## src/rtl/aluv_pkg.sv

```systemverilog
// Shared opcode/state types and per-op latency lookup for the vector ALU issue sequencer.
package aluv_pkg;

  localparam int unsigned DATA_WIDTH_DEF = 8;
  localparam int unsigned LANES_DEF      = 6;

  typedef enum logic [2:0] {
    OP_ADD   = 3'b000,
    OP_SUB   = 3'b001,
    OP_MUL   = 3'b010,
    OP_DIV   = 3'b011,
    OP_PASS1 = 3'b100,
    OP_PASS2 = 3'b101,
    OP_RSV6  = 3'b110,
    OP_RSV7  = 3'b111
  } aluv_op_e;

  typedef enum logic [1:0] {
    ST_IDLE = 2'd0,
    ST_EXEC = 2'd1,
    ST_DONE = 2'd2
  } seq_state_e;

  // Reserved opcodes share the fast budget with ADD/SUB/PASS.
  function automatic int unsigned op_latency(input aluv_op_e op,
                                             input int unsigned fast_c,
                                             input int unsigned mul_c,
                                             input int unsigned div_c);
    case (op)
      OP_MUL:  return mul_c;
      OP_DIV:  return div_c;
      default: return fast_c;
    endcase
  endfunction

endpackage

```

## src/rtl/aluv_latency_lut.sv

```systemverilog
// Maps an opcode to the EXEC down-counter load value (latency minus one).
module aluv_latency_lut
  import aluv_pkg::*;
#(
  parameter int unsigned SELECTOR_SIZE = 3,
  parameter int unsigned FAST_CYCLES   = 1,
  parameter int unsigned MUL_CYCLES    = 2,
  parameter int unsigned DIV_CYCLES    = 4,
  parameter int unsigned CNT_W         = 3
) (
  input  logic [SELECTOR_SIZE-1:0] op,
  output logic [CNT_W-1:0]         cnt_load
);

  always_comb begin
    cnt_load = CNT_W'(op_latency(aluv_op_e'(op), FAST_CYCLES, MUL_CYCLES, DIV_CYCLES) - 1);
  end

endmodule

```

## src/rtl/aluv_op_sequencer.sv

```systemverilog
// Issue controller for the 6-lane vector ALU: accepts one op, holds the ALU inputs for the
// op's latency, captures the result and returns it over a valid/ready response port.
module aluv_op_sequencer
  import aluv_pkg::*;
#(
  parameter int unsigned DATA_WIDTH    = DATA_WIDTH_DEF,
  parameter int unsigned LANES         = LANES_DEF,
  parameter int unsigned SELECTOR_SIZE = 3,
  parameter int unsigned FAST_CYCLES   = 1,
  parameter int unsigned MUL_CYCLES    = 2,
  parameter int unsigned DIV_CYCLES    = 4
) (
  input  logic                          clk,
  input  logic                          reset,
  input  logic                          req_valid,
  output logic                          req_ready,
  input  logic [SELECTOR_SIZE-1:0]      req_op,
  input  logic [LANES*DATA_WIDTH-1:0]   req_a,
  input  logic [LANES*DATA_WIDTH-1:0]   req_b,
  output logic [SELECTOR_SIZE-1:0]      alu_sel,
  output logic [LANES*DATA_WIDTH-1:0]   alu_op1,
  output logic [LANES*DATA_WIDTH-1:0]   alu_op2,
  input  logic [LANES*DATA_WIDTH-1:0]   alu_out,
  output logic                          rsp_valid,
  input  logic                          rsp_ready,
  output logic [LANES*DATA_WIDTH-1:0]   rsp_data,
  output logic [LANES-1:0]              rsp_dz,
  output logic                          busy
);

  localparam int unsigned MAX_FM  = (FAST_CYCLES > MUL_CYCLES) ? FAST_CYCLES : MUL_CYCLES;
  localparam int unsigned MAX_CYC = (MAX_FM > DIV_CYCLES) ? MAX_FM : DIV_CYCLES;
  localparam int unsigned CNT_W   = $clog2(MAX_CYC + 1);

  seq_state_e                    state;
  logic [CNT_W-1:0]              cnt;
  logic [CNT_W-1:0]              cnt_load;
  logic [SELECTOR_SIZE-1:0]      op_q;
  logic [LANES*DATA_WIDTH-1:0]   a_q;
  logic [LANES*DATA_WIDTH-1:0]   b_q;
  logic [LANES-1:0]              dz_next;

  aluv_latency_lut #(
    .SELECTOR_SIZE (SELECTOR_SIZE),
    .FAST_CYCLES   (FAST_CYCLES),
    .MUL_CYCLES    (MUL_CYCLES),
    .DIV_CYCLES    (DIV_CYCLES),
    .CNT_W         (CNT_W)
  ) u_lut (
    .op       (req_op),
    .cnt_load (cnt_load)
  );

  // ALU inputs come only from the latched request, so they cannot move during EXEC.
  assign alu_sel = op_q;
  assign alu_op1 = a_q;
  assign alu_op2 = b_q;

  always_comb begin
    dz_next = '0;
    for (int unsigned i = 0; i < LANES; i++) begin
      dz_next[i] = (aluv_op_e'(op_q) == OP_DIV) && (b_q[i*DATA_WIDTH +: DATA_WIDTH] == '0);
    end
  end

  always_ff @(posedge clk) begin
    if (reset) begin
      state     <= ST_IDLE;
      cnt       <= '0;
      op_q      <= SELECTOR_SIZE'(OP_PASS1);
      a_q       <= '0;
      b_q       <= '0;
      rsp_data  <= '0;
      rsp_dz    <= '0;
      req_ready <= 1'b1;
      rsp_valid <= 1'b0;
      busy      <= 1'b0;
    end else begin
      case (state)
        ST_IDLE: begin
          if (req_valid) begin
            op_q      <= req_op;
            a_q       <= req_a;
            b_q       <= req_b;
            cnt       <= cnt_load;
            state     <= ST_EXEC;
            req_ready <= 1'b0;
            busy      <= 1'b1;
          end
        end
        ST_EXEC: begin
          if (cnt != '0) begin
            cnt <= cnt - 1'b1;
          end else begin
            rsp_data  <= alu_out;
            rsp_dz    <= dz_next;
            rsp_valid <= 1'b1;
            state     <= ST_DONE;
          end
        end
        ST_DONE: begin
          if (rsp_ready) begin
            rsp_valid <= 1'b0;
            req_ready <= 1'b1;
            busy      <= 1'b0;
            state     <= ST_IDLE;
          end
        end
        default: begin
          state     <= ST_IDLE;
          cnt       <= '0;
          rsp_valid <= 1'b0;
          req_ready <= 1'b1;
          busy      <= 1'b0;
        end
      endcase
    end
  end

endmodule

```

## config.mk

```make
export PLATFORM = sky130hd
export DESIGN_NAME = aluv_op_sequencer
export DESIGN_NICKNAME = d
export VERILOG_FILES = /design/src/rtl/aluv_pkg.sv /design/src/rtl/aluv_latency_lut.sv /design/src/rtl/aluv_op_sequencer.sv
export SDC_FILE = /design/constraint.sdc
export NUM_CORES = 1
export LEC_CHECK = 0
export CORE_ASPECT_RATIO = 1.25
export CORE_MARGIN = 1.5
export CORE_UTILIZATION = 39
export CTS_CLUSTER_SIZE = 16
export DETAILED_ROUTE_END_ITERATION = 8
export HOLD_SLACK_MARGIN = 0.12
export PLACE_DENSITY_LB_ADDON = 0.1
export SLEW_MARGIN = 20
export SYNTH_ARGS = -nofsm -noshare
export SYNTH_HDL_FRONTEND = slang
export SYNTH_SLANG_ARGS = --single-unit
```

## constraint.sdc

```tcl
create_clock -name clk -period 2.1 [get_ports clk]
set_clock_uncertainty 0.2 [all_clocks]
set_input_delay 0.315 -clock clk [delete_from_list [all_inputs] [get_ports clk]]
set_output_delay 0.315 -clock clk [all_outputs]
set_load 0.05 [all_outputs]
```

==> metrics.txt, run 1 <==
Worst Min Path Start req_a[1]; transition time of the tightest slew-check pin around 0.56 ns; synthesized cell area 5840 µm²; max-cap violation count 0; Synthesized Nets between 800 and 900; beginning of the critical path alu_op1[12]; Detailed Routing Iterations Pass 1 9; type of the setup path with the least slack reg -> out; routability congestion estimate a little under 0.8; max incr delay on CP ~0.80 ns; CTS max path bufs 2; horizontal extent of the die between 100 and 150 µm; WP buf/inv 1; number of H-tree branching levels 4; via count just under 6,000; Worst-path clk slew 0.06 ns; vertical die dimension approximately 140 µm; leakage power between 0.004 and 0.005 µW; Placeable Area around 15,000 µm²; total count of hold-check failures in the final report 0; shortest clock period the worst path allows after layout 2.07 ns; critical path launch point type register; largest net degree at the start of global routing 82; critical-path maximum fanout 2; violated checks DRC; total gr overflow 0; Die Area around 16,000 µm²; via density per instance 4.81; clk_lat worst skew between 0.4 and 0.5 ns; synthesized instance count 730; GRT Total Usage a little under a quarter; routed length per instance ~15 µm; number of antenna-violating nets in the routed design 0; pwr dens approximately 1000 nW/µm²; Unique masters post-synth 34; root buffer cell clkbuf_16; Yosys warnings 0; leading cell types by total area after synthesis dfxtp_1 55%, nand2_1 19%, a21oi_1 13%; max-slew violation count 0; biggest area consumer among synthesized cells dfxtp_1; crit end category output pin; Routed Wire Length between 15,000 and 20,000 µm; outcome finished, violations left; number of diodes 0; fin nets 1,171; max-slew headroom at the worst pin between 60 and 70%; initial antenna violation count 0; effective utilization at floorplan between 40% and 50%; via count of the first global-routing pass around 5,700; signal arrival time at the worst endpoint 1.55 ns; proportion of netlist area held by the largest area contributor 55.2%; DRC Markers 25; TritonCTS clock tree done; first-pass GRT wire length 28,800 µm; path category of the worst min-delay check in -> reg; I/O Pins 307; CP Data Required Time about 1.6 ns; synthesized area per cell between 7 and 8 µm²; RSZ-0062 raised after global routing false; Std-Cell Rows 49; startpoint of the most critical register-to-register path state[0]; quantity of I/O buffers inserted on ports between 300 and 400; flops & latches, synth around 160; share of synthesized area occupied by flip-flops and latches between 50% and 60%; area growth from synthesis to layout 64.1%; fmax about 480 MHz; CP cell instances clkdlybuf4s50_1; Inserted Clock Buffers 17; cell with the biggest individual delay on the critical path clkdlybuf4s50_1; delay-heaviest family, CP buffers and inverters; number of clock sinks seen by CTS between 150 and 200; Post-Route Utilization between 60% and 70%; final period utilization between 90% and 100%; total power of the final layout between 9000 and 10,000 µW; DP HPWL 12,700 µm; fraction of final layout cells with drive strength greater than 1 ~8.7%; IR drop worst, VDD 0.509 mV; count of endpoints failing setup in the final report 0; initial DRC count 344
## tightest hold or removal path, cell delays in order
cell and delay [ns]:
clkdlybuf4s50_1 0.39, nand2_1 0.05, a21oi_1 0.05
## cell usage in the layout, fill, tap and decap left out, types with 3 or more instances in the layout
| cell type | netlist | final |
|---|---|---|
| clkinvlp_4 | 0 | 5 |
| nor4_1 | 12 | 12 |
| bufinv_16 | 0 | 3 |
| a21oi_1 | 157 | 157 |
| nor2_1 | 6 | 6 |
| clkdlybuf4s50_1 | 0 | 156 |
| clkbuf_16 | 0 | 17 |
| nand4_1 | 5 | 5 |
| inv_1 | 6 | 6 |
| buf_4 | 4 | 42 |
| a22oi_1 | 3 | 3 |
| nand2_1 | 303 | 303 |
| dfxtp_1 | 161 | 161 |
| dlygate4sd2_1 | 0 | 75 |
| dlymetal6s2s_1 | 0 | 42 |
| buf_12 | 0 | 7 |
## cell usage after synthesis
| master | n |
|---|---|
| nand3b_1 | 1 |
| nand2_2 | 1 |
| nand4_2 | 1 |
| mux2i_1 | 2 |
| buf_2 | 17 |
| clkbuf_1 | 18 |
| ha_1 | 1 |
| and2_4 | 1 |
| nor2_1 | 6 |
| o31ai_1 | 1 |
| a21oi_1 | 157 |
| buf_6 | 7 |
| nand2b_1 | 2 |
| nor2b_4 | 1 |
| buf_4 | 4 |
| o221a_2 | 1 |
| nand2b_4 | 1 |
| a2111oi_0 | 2 |
| dfxtp_1 | 161 |
| nor2_4 | 1 |
| o21ai_0 | 1 |
| nand3_1 | 2 |
| a21oi_2 | 1 |
| nor3_2 | 1 |
| nand4_1 | 5 |
| a22oi_1 | 3 |
| nor3_1 | 1 |
| buf_1 | 5 |
| o21bai_1 | 1 |
| nor4_1 | 12 |
| nand2_1 | 303 |
| and3_1 | 1 |
| buf_8 | 2 |
| inv_1 | 6 |
## worst paths after layout
kind	end	slack, ns	cells after the start
hold reg to reg	alu_op1[43]	0.25	2
setup / recovery	alu_op1[12]	0.03	1
hold / removal	alu_op1[1]	0.23	3
setup reg to reg	cnt[2]	0.23	7
## cell type report
cell class	count	area [µm²]
Inverter	6	22.5
Sequential cell	161	3220
Multi-Input combinational cell	510	2290
Timing Repair Buffer	323	3210
Fill cell	1301	4950
Clock buffer	20	457
Tap cell	178	223
Clock inverter	12	155
## timing repair
action                     4_1_cts  5_1_grt
hold endpoints to repair        14        0
buffers inserted                 0        0
resized for setup               75       42
hold buffers                     1        0
setup endpoints to repair       75       42
## cells by family after synthesis
| family | Yosys count | synth area share [%] |
|---|---|---|
| compound gates | 167 | 14.8 |
| fa+ha+maj | 1 | 0.214 |
| buf+inv | 59 | 5.70 |
| flops | 161 | 55.2 |
| mux | 2 | 0.343 |
| simple gates | 340 | 23.7 |
## where the power goes
part,switching (µW),leakage (µW),internal (µW)
registers,174,0.00132,3370
clock network,1240,0.000285,1940
logic,1910,0.00302,972
total,3330,0.00462,6280
## through the flow
step | cells | hold slack [ns] | setup slack (ns) | area (µm²) | TNS, ns
floorplan | 730 | 0.238 | 0.271 | 5840 | 0
global placement | 1177 | 0.240 | -0.0388 | 8950 | -0.0388
detailed placement | 1177 | 0.245 | -0.126 | 8950 | -0.126
CTS | 1210 | 0.211 | 0.000599 | 9470 | 0
global route | 1210 | 0.228 | 0.000308 | 9580 | 0
finish | 1210 | 0.232 | 0.0313 | 9580 | 0
## per-layer routing
| metal | track usage (%) | vias up | wire (µm) |
|---|---|---|---|
| li1 | - | 2949 | - |
| met1 | 26.1 | 2620 | 6990 |
| met2 | 38.5 | 233 | 9000 |
| met3 | 9.93 | 22 | 1840 |
| met4 | 10.6 | 0 | 355 |
| met5 | 0 | - | 0 |
## flip-flops by register name, summed over array words and instances (netlist names)
signal / cells
rsp_data: 48
busy: 1
cnt: 3
rsp_valid: 1
alu_sel: 3
rsp_dz: 6
req_ready: 1
state: 2
alu_op2: 48
alu_op1: 48
(Power assumes the default switching activity.)
==> run 2: changes to the inputs <==
--- a/config.mk
+++ b/config.mk
@@ -10,6 +10,7 @@
 export CORE_UTILIZATION = 39
 export CTS_CLUSTER_SIZE = 16
 export DETAILED_ROUTE_END_ITERATION = 8
+export GPL_TIMING_DRIVEN = 1
 export HOLD_SLACK_MARGIN = 0.12
 export PLACE_DENSITY_LB_ADDON = 0.1
 export SLEW_MARGIN = 20
==> results of run 2 <==
The final DEF is identical to that of run 1; final timing and power are the same.
==> run 3: changes to the inputs <==
--- a/config.mk
+++ b/config.mk
@@ -13,7 +13,7 @@
 export GPL_TIMING_DRIVEN = 1
 export HOLD_SLACK_MARGIN = 0.12
 export PLACE_DENSITY_LB_ADDON = 0.1
-export SLEW_MARGIN = 20
+export SLEW_MARGIN = 10
 export SYNTH_ARGS = -nofsm -noshare
 export SYNTH_HDL_FRONTEND = slang
 export SYNTH_SLANG_ARGS = --single-unit
==> results of run 3 <==
The final DEF is identical to that of run 1; final timing and power are the same.
